==> config.mk <==
export PLATFORM = sky130hd
export DESIGN_NAME = tdc_burst_sequencer
export DESIGN_NICKNAME = d
export VERILOG_FILES = /design/src/rtl/tdc_burst_sequencer.sv
export SDC_FILE = /design/constraint.sdc
export NUM_CORES = 1
export LEC_CHECK = 0
export CAP_MARGIN = 30
export CORE_ASPECT_RATIO = 1.5
export CORE_MARGIN = 8
export CORE_UTILIZATION = 50
export CTS_CLUSTER_SIZE = 14
export DETAILED_ROUTE_END_ITERATION = 6
export PLACE_DENSITY = 0.74
export SETUP_SLACK_MARGIN = 0.3
export SLEW_MARGIN = 20
export SYNTH_ARGS = -nofsm -noshare
export SYNTH_HDL_FRONTEND = slang
export SYNTH_SLANG_ARGS = --single-unit
==> constraint.sdc <==
create_clock -name clk -period 2.63 [get_ports clk]
set_input_delay 0.526 -clock clk [delete_from_list [all_inputs] [get_ports clk]]
set_output_delay 0.526 -clock clk [all_outputs]
set_load 0.005 [all_outputs]
==> src/rtl/tdc_burst_sequencer.sv <==
// tdc_burst_sequencer: runs a burst of N TDC conversions per request and
// accumulates the returned codes. The host divides the sum by N to get the
// average. A per-conversion timeout and an abort input keep a stuck TDC
// from hanging the measurement path. All outputs are registered.
module tdc_burst_sequencer #(
  parameter int CNT_W   = 8,
  parameter int BURST_W = 4,
  parameter int CLR_CYC = 2,
  parameter int TIMEOUT = 64
) (
  input  logic                     clk,
  input  logic                     rst,
  input  logic                     req,
  input  logic [BURST_W-1:0]       burst_len,
  input  logic                     abort,
  output logic                     tdc_clear,
  output logic                     tdc_start,
  input  logic                     tdc_ready,
  input  logic [CNT_W-1:0]         tdc_code,
  output logic                     busy,
  output logic [CNT_W+BURST_W-1:0] sum,
  output logic                     sum_valid,
  output logic [BURST_W-1:0]       n_done,
  output logic                     timeout_err
);

  localparam int SUM_W = CNT_W + BURST_W;
  localparam int TMR_W = (TIMEOUT > 2) ? $clog2(TIMEOUT) : 1;
  localparam int CLR_W = (CLR_CYC > 1) ? $clog2(CLR_CYC + 1) : 1;

  localparam logic [TMR_W-1:0]   TMR_LAST = TMR_W'(TIMEOUT - 1);
  localparam logic [TMR_W-1:0]   TMR_ONE  = TMR_W'(1);
  localparam logic [CLR_W-1:0]   CLR_LAST = CLR_W'(CLR_CYC - 1);
  localparam logic [CLR_W-1:0]   CLR_ONE  = CLR_W'(1);
  localparam logic [BURST_W-1:0] N_ONE    = BURST_W'(1);

  typedef enum logic [2:0] {
    S_IDLE,
    S_CLEAR,
    S_START,
    S_WAIT,
    S_DONE,
    S_ERR
  } state_t;

  state_t             r_state;
  logic [BURST_W-1:0] r_len;
  logic [CLR_W-1:0]   r_clr_cnt;
  logic [TMR_W-1:0]   r_timer;
  logic               r_tdc_clear;
  logic               r_tdc_start;
  logic               r_busy;
  logic [SUM_W-1:0]   r_sum;
  logic               r_sum_valid;
  logic [BURST_W-1:0] r_n_done;
  logic               r_timeout_err;

  logic [BURST_W-1:0] w_n_next;
  logic [SUM_W-1:0]   w_sum_next;

  assign w_n_next   = r_n_done + N_ONE;
  assign w_sum_next = r_sum + {{BURST_W{1'b0}}, tdc_code};

  assign tdc_clear   = r_tdc_clear;
  assign tdc_start   = r_tdc_start;
  assign busy        = r_busy;
  assign sum         = r_sum;
  assign sum_valid   = r_sum_valid;
  assign n_done      = r_n_done;
  assign timeout_err = r_timeout_err;

  // Burst sequencing FSM; every output is produced as a registered value.
  always_ff @(posedge clk or negedge rst) begin
    if (!rst) begin
      r_state       <= S_IDLE;
      r_len         <= '0;
      r_clr_cnt     <= '0;
      r_timer       <= '0;
      r_tdc_clear   <= 1'b0;
      r_tdc_start   <= 1'b0;
      r_busy        <= 1'b0;
      r_sum         <= '0;
      r_sum_valid   <= 1'b0;
      r_n_done      <= '0;
      r_timeout_err <= 1'b0;
    end else begin
      // single-cycle pulses fall back to 0 unless a state re-asserts them
      r_tdc_start <= 1'b0;
      r_sum_valid <= 1'b0;
      if (abort && (r_state != S_IDLE)) begin
        // abort overrides ready and timeout; results and error flag are kept
        r_state     <= S_IDLE;
        r_tdc_clear <= 1'b0;
        r_busy      <= 1'b0;
      end else begin
        case (r_state)
          S_IDLE: begin
            if (req && (burst_len != '0)) begin
              r_len         <= burst_len;
              r_sum         <= '0;
              r_n_done      <= '0;
              r_timeout_err <= 1'b0;
              r_clr_cnt     <= '0;
              r_tdc_clear   <= 1'b1;
              r_busy        <= 1'b1;
              r_state       <= S_CLEAR;
            end
          end
          S_CLEAR: begin
            if (r_clr_cnt == CLR_LAST) begin
              r_tdc_clear <= 1'b0;
              r_tdc_start <= 1'b1;
              r_state     <= S_START;
            end else begin
              r_clr_cnt <= r_clr_cnt + CLR_ONE;
            end
          end
          S_START: begin
            r_timer <= '0;
            r_state <= S_WAIT;
          end
          S_WAIT: begin
            if (tdc_ready) begin
              // ready wins over a coincident timeout
              r_sum    <= w_sum_next;
              r_n_done <= w_n_next;
              if (w_n_next == r_len) begin
                r_sum_valid <= 1'b1;
                r_state     <= S_DONE;
              end else begin
                r_clr_cnt   <= '0;
                r_tdc_clear <= 1'b1;
                r_state     <= S_CLEAR;
              end
            end else if (r_timer == TMR_LAST) begin
              r_timeout_err <= 1'b1;
              r_tdc_clear   <= 1'b1;
              r_state       <= S_ERR;
            end else begin
              r_timer <= r_timer + TMR_ONE;
            end
          end
          S_DONE: begin
            r_busy  <= 1'b0;
            r_state <= S_IDLE;
          end
          S_ERR: begin
            r_tdc_clear <= 1'b0;
            r_busy      <= 1'b0;
            r_state     <= S_IDLE;
          end
          default: begin
            r_tdc_clear <= 1'b0;
            r_busy      <= 1'b0;
            r_state     <= S_IDLE;
          end
        endcase
      end
    end
  end

endmodule

==> results of run 1 <==
## final timing paths
path	slack (ns)	startpoint	cells after the start	to
max	0.43	tdc_code[0]	10	sum[8]
min	0.14	rst	1	sum[8]
max reg2reg	0.62	n_done[0]	5	tdc_clear
min reg2reg	0.48	r_clr_cnt[0]	1	r_clr_cnt[0]
max in group asynchronous	2.03	rst	2	timeout_err
min in group clk	0.48	r_clr_cnt[0]	1	r_clr_cnt[0]
## cell usage in the layout (no fill, tap or decap), drive strengths merged, types with 2 or more instances in the layout
cell type	instances
a2111oi	2
a21o	5
a21oi	12
a31oi	4
a41oi	2
and2	4
buf	9
bufinv	3
clkbuf	6
clkdlybuf4s50	36
dfrtp	36
ha	11
inv	9
mux2i	7
nand2	37
nand2b	4
nand3	16
nand4	3
nor2	11
nor2b	2
nor3	7
nor3b	2
nor4	2
o211ai	2
o21a	2
o21ai	20
o22ai	2
or3	4
xnor2	8
xor2	4
## worst register-to-register path: stages (launching register included)
cell,delay [ns]
dfrtp_1,0.46
ha_1,0.35
xor2_1,0.19
nor4_4,0.41
a21oi_1,0.16
mux2_1,0.32
## routing by layer
metal	up-vias	GRT usage	routed length, um
li1	950	-	-
met1	920	0.1498	2050
met2	36	0.2738	2586
met3	12	0.05285	287
met4	0	0.06280	110
met5	-	0	0
## where the power goes
group	leakage (nW)	switching, mW	internal (mW)
clock network	0.0784	0.216	0.475
registers	0.473	0.0949	0.658
logic	0.754	0.395	0.325
total	1.31	0.705	1.46
## sequential cells by signal (all words and copies together), names as in the netlist
| signal | cells |
|---|---|
| r_timer | 6 |
| busy | 1 |
| timeout_err | 1 |
| n_done | 4 |
| r_state | 3 |
| tdc_start | 1 |
| sum_valid | 1 |
| tdc_clear | 1 |
| r_clr_cnt | 2 |
| sum | 12 |
| r_len | 4 |
## repair_timing
| action | CTS | global route |
|---|---|---|
| gates resized for setup | 0 | 2 |
| hold buffers | 0 | 0 |
| setup endpoints to repair | 0 | 2 |
| setup buffers | 0 | 0 |
## cell type report
type | count | share of cell area
Clock inverter | 3 | 0.03136
Inverter | 9 | 0.01176
Clock buffer | 5 | 0.02395
Sequential cell | 36 | 0.3136
Multi-Input combinational cell | 187 | 0.4408
Tap cell | 48 | 0.02091
Timing Repair Buffer | 46 | 0.1577
## logic make-up (layout without fill, tap and decap cells)
kind of cell    count (synthesis)  in the layout
fa+ha+maj                      12             12
simple gates                   96             96
xor+xnor                       12             12
buf+inv                        19             63
mux                             8              8
compound gates                 59             59
flops                          36             36
## stage by stage
| stage | utilization | instances | cell area [sq um] | hold slack, ns | total power, mW |
|---|---|---|---|---|---|
| global route | 0.6431 | 334 | 2873 | 0.1613 | 2.288 |
| detailed placement | 0.6008 | 325 | 2684 | 0.4725 | 1.485 |
| global placement | 0.6008 | 325 | 2684 | 0.4656 | 1.461 |
| CTS | 0.6364 | 333 | 2843 | 0.3932 | 2.172 |
| finish | 0.6431 | 334 | 2873 | 0.1444 | 2.163 |
| floorplan | - | 242 | 2272 | 0.2304 | 1.267 |
==> results_dict.tcl, run 1 <==
set metrics [dict create \
    vias_per_cell 5.743 \
    synth_compound_area_frac 0.1889 \
    wirelength_mm 5.034 \
    final-max-slew-violation-count 0 \
    synth-simple-area-share 0.2159 \
    ys_types 50 \
    diodes 0 \
    clk_pin_slew_ns 0.08 \
    coreArea_sq_um 4467 \
    clock_skew_ns 0.003777 \
    synth_nets 271 \
    worstPathRequired_ns 2.80 \
    dp_hpwl_mm 3.738 \
    worst_slack_ns 0.4277 \
    drt_iter0_drc 71 \
    ant_nets 0 \
    critPathArrivalTime_ns 2.38 \
    hold_class "input port to asynchronous set/reset pin" \
    dieHeight_um 98.56 \
    worst_pin_slew_ns 0.6491 \
    maxCapViolations 0 \
    slowest_delay_ns 0.46 \
    ys_seq_elements 36 \
    setup_violations 0 \
    synth_seq_area_share 0.3965 \
    cts.path.max_buffers 2 \
    syn_inst 242 \
    synth_mux_area_frac 0.03579 \
    drt-wirelength-per-cell_um 15.07 \
    rows 30 \
    grt_antenna_before_repair 0 \
    leakage_nw 1.305 \
    gr-total-overflow 0 \
    synth.area.top_cells "dfrtp_1 40%, nand2_1 6.1%, ha_1 6.1%" \
    place_ws_ns 0.05154 \
    die_width_um 71.04 \
    area_growth_pct 26.43 \
    fill_cells 371 \
    synth_xor_area_frac 0.04626 \
    synth_fa_ha_area_frac 0.06938 \
    fp.dieArea_sq_um 7002 \
    synthFlopType "dfrtp_1" \
    rsz0062_at_grt "no" \
    cts_sinks 36 \
    powerDensity_nw_per_um2 753.0 \
    peakVddDrop_v 0.0005954 \
    synth_top_family_by_area "simple AND/OR/NAND/NOR gates" \
    start_kind "input port" \
    slowest_stage "clkdlybuf4s50_1" \
    grt_pass1_wl_mm 8.631 \
    grt_pass1_vias 1949 \
    dr.pass1.iters 6 \
    initial_core_util 0.5087 \
    multi_input_area_sq_um 1266 \
    synth.largest_area_cell "dfrtp_1" \
    tritoncts "built" \
    gp_congestion 0.8453 \
    synth.avg_cell_area_sq_um 9.389 \
    ioPinCount 38 \
    path_buf_inv 3 \
    synth_common_cells "37 x nand2_1, 36 x dfrtp_1, 17 x o21ai_0, 15 x nand3_1" \
    min_period_ns 2.202 \
    yosysMostFrequentCell "nand2_1" \
    yosysTopAreaCellShare 0.3965 \
    yosys_warnings 0 \
    max_slew_margin 0.5673 \
    outcome "finished, final reports clean" \
    worstSkewPairLatency_ns 0.29 \
    root_buffer "clkbuf_8" \
    vias 1918 \
    crit_fanout 4 \
    grt_usage 0.1507 \
    drive_gt1_frac 0.1049 \
    finalNetCount 314 \
    seq_area_sq_um 900.9 \
    crit_path_end_kind "register" \
    path_delay_family "buffers and inverters" \
    finalCritPeriodShare 0.8374 \
    synth_async_sr_flop_share 1.000 \
    synth-edff-count 0 \
    hold_viol 0 \
    drc 0 \
    place.port_buffers 37 \
    tns_ns 0 \
    synth.cell_area_sq_um 2272 \
    max_freq_mhz 454.1 \
    path_cells "clkdlybuf4s50_1 -> ha_1 -> inv_1 -> fa_1 -> nor2b_2 -> o211ai_1 -> a21boi_1 -> buf_4 -> o21ai_0 -> mux2i_1" \
    grt_max_degree 37 \
    cts.htree.levels 2 \
    cts_buffers 5 \
    crit_type "input port to register" \
]
Note: power is estimated with default switching activity, not from simulation.
==> inputs of run 2 (changes only) <==
--- a/config.mk
+++ b/config.mk
@@ -8,7 +8,7 @@
 export CAP_MARGIN = 30
 export CORE_ASPECT_RATIO = 1.5
 export CORE_MARGIN = 8
-export CORE_UTILIZATION = 50
+export CORE_UTILIZATION = 48
 export CTS_CLUSTER_SIZE = 14
 export DETAILED_ROUTE_END_ITERATION = 6
 export PLACE_DENSITY = 0.74
==> constraint.sdc (replaced) <==
create_clock -name clk -period 1.9 [get_ports clk]
set_input_delay 0.38 -clock clk [delete_from_list [all_inputs] [get_ports clk]]
set_output_delay 0.38 -clock clk [all_outputs]
set_load 0.005 [all_outputs]
==> results_dict.tcl, run 2 (synthesized netlist as in run 1, its figures left out) <==
set metrics [dict create \
    die_width_um 72.18 \
    cts_sinks 36 \
    place_ws_ns -0.4733 \
    final_cell_mix "66 x buf_4, 35 x nand2_1, 29 x dfrtp_1" \
    seq_area_sq_um 909.6 \
    cts.path.max_buffers 2 \
    cts.htree.levels 2 \
    hold_class "input port to asynchronous set/reset pin" \
    design_area_sq_um 3558 \
    setup_violations 0 \
    crit_type "register to register" \
    p_clk_frac 0.181 \
    min_period_ns 1.829 \
    worst_pin_slew_ns 0.5907 \
    ant_nets 0 \
    p_comb_frac 0.477 \
    grt_max_degree 26 \
    area_growth_pct 56.61 \
    place_inst 374 \
    leakage_nw 1.816 \
    coreArea_sq_um 4542 \
    tns_ns 0 \
    final-max-slew-violation-count 0 \
    max_slew_margin 0.6062 \
    fill_cells 300 \
    dieHeight_um 100.3 \
    peakVddDrop_v 0.0007298 \
    clock_skew_ns 0.005661 \
    max_freq_mhz 546.7 \
    root_buffer "clkbuf_8" \
    placed_area_sq_um 3014 \
    place.port_buffers 37 \
    drt_iter0_drc 108 \
    r2r_cells 9 \
    drt-wirelength-per-cell_um 15.31 \
    critPathArrivalTime_ns 2.00 \
    reg2reg_to "sum[10]" \
    cts_hold_buf 0 \
    rsz0062_at_grt "yes" \
    final_common_cell "buf_4" \
    switching_share 0.3629 \
    tritoncts "built" \
    largest_reg_flops 12 \
    powerDensity_nw_per_um2 875.6 \
    drc 0 \
    dr.pass1.iters 4 \
    worst_slack_ns 0.07079 \
    finalNetCount 376 \
    maxCapViolations 0 \
    ioPinCount 38 \
    grt_antenna_before_repair 0 \
    p_seq_frac 0.342 \
    finalCritPeriodShare 0.9627 \
    vias_per_cell 5.306 \
    fin_cells 412 \
    p_int_mw 1.985 \
    outcome "finished, final reports clean" \
    initial_core_util 0.5003 \
    vias 2186 \
    switchingPower_mw 1.131 \
    gp_congestion 0.8570 \
    grt_usage 0.1741 \
    fp.dieArea_sq_um 7237 \
    worstPathRequired_ns 2.07 \
    diodes 0 \
    drive_gt1_frac 0.3879 \
    clk_pin_slew_ns 0.07 \
    whs_ns 0.08565 \
    worstSkewPairLatency_ns 0.29 \
    dp_hpwl_mm 4.300 \
    multi_input_area_sq_um 1511 \
    crit_fanout 4 \
    start_kind "register" \
    wirelength_mm 6.308 \
    grt_pass1_wl_mm 10.09 \
    ff2ff_setup_slack_ns 0.07 \
    rows 30 \
    cts_buffers 5 \
    r2r-start "sum[0]" \
    gr-total-overflow 0 \
    hold_viol 0 \
    grt_pass1_vias 2213 \
    crit_path_end_kind "register" \
]
-- run 2: cell types whose count changed in the layout (fill, tap and decap cells not counted), sizes merged --
| cell | previous run | this run |
|---|---|---|
| buf | 9 | 73 |
| clkdlybuf4s50 | 36 | 10 |
| dlymetal6s2s | 0 | 11 |
| bufinv | 3 | 0 |
| clkbuf | 6 | 9 |
| dlygate4sd2 | 0 | 13 |
-- run 2: repair_timing --
action	CTS	global route
resized for setup	46	33
endpoints found under the setup margin	36	37
pin swaps	26	17
gates cloned	0	0
buffers inserted	15	15
-- run 2: critical path: stages (launching register included) --
cell and delay, ns:
dfrtp_1 0.36, ha_2 0.19, inv_2 0.04, fa_2 0.35
nor2b_2 0.14, o211ai_1 0.10, a21boi_1 0.17, buf_4 0.16
o211ai_1 0.09, mux2i_1 0.13
-- run 2: layout make-up --
class,count,area share
multi-input cells,187,0.4248
inverters,9,0.009494
clock buffers,8,0.02532
repair buffers,108,0.2623
flip-flops and latches,36,0.2556
well taps,64,0.02250
-- run 2: per-stage QoR --
stage                     power [mW]    util
after floorplan                1.785       -
final                          3.116  0.7835
after CTS                      3.005  0.7402
after detailed placement       2.236  0.6636
after global routing           3.307  0.7835
after global placement         2.193  0.6636
-- run 2: metal layers --
metal | wire, um | GRT usage | up-vias
met5 | 0 | 0 | -
met4 | 103 | 0.07425 | 0
met3 | 259 | 0.03892 | 10
met2 | 3528 | 0.3210 | 47
met1 | 2417 | 0.1802 | 1056
li1 | - | - | 1073
-- run 2: power groups by stage --
stage	clock network (mW)	registers [mW]	logic [mW]
floorplan	0	1.03	0.758
global placement	0	1.07	1.12
detailed placement	0	1.08	1.16
CTS	0.587	1.07	1.35
global route	0.606	1.08	1.62
finish	0.564	1.07	1.49
-- run 2: how the worst max path moves through the flow --
stage | startpoint | end | slack [ns]
finish | sum[0] | sum[10] | 0.07
global route | sum[0] | sum[10] | -0.04
CTS | sum[0] | sum[6] | 0.04
detailed placement | tdc_code[0] | sum[6] | -0.47
global placement | tdc_code[0] | sum[10] | -0.40
floorplan | tdc_code[0] | sum[10] | 0.16
==> inputs of run 3 (changes only) <==
--- a/config.mk
+++ b/config.mk
@@ -9,6 +9,7 @@
 export CORE_ASPECT_RATIO = 1.5
 export CORE_MARGIN = 8
 export CORE_UTILIZATION = 48
+export CTS_CLUSTER_DIAMETER = 120
 export CTS_CLUSTER_SIZE = 14
 export DETAILED_ROUTE_END_ITERATION = 6
 export PLACE_DENSITY = 0.74
==> results of run 3 <==
Same layout as run 2: the final DEF is identical, and so are final timing and power.
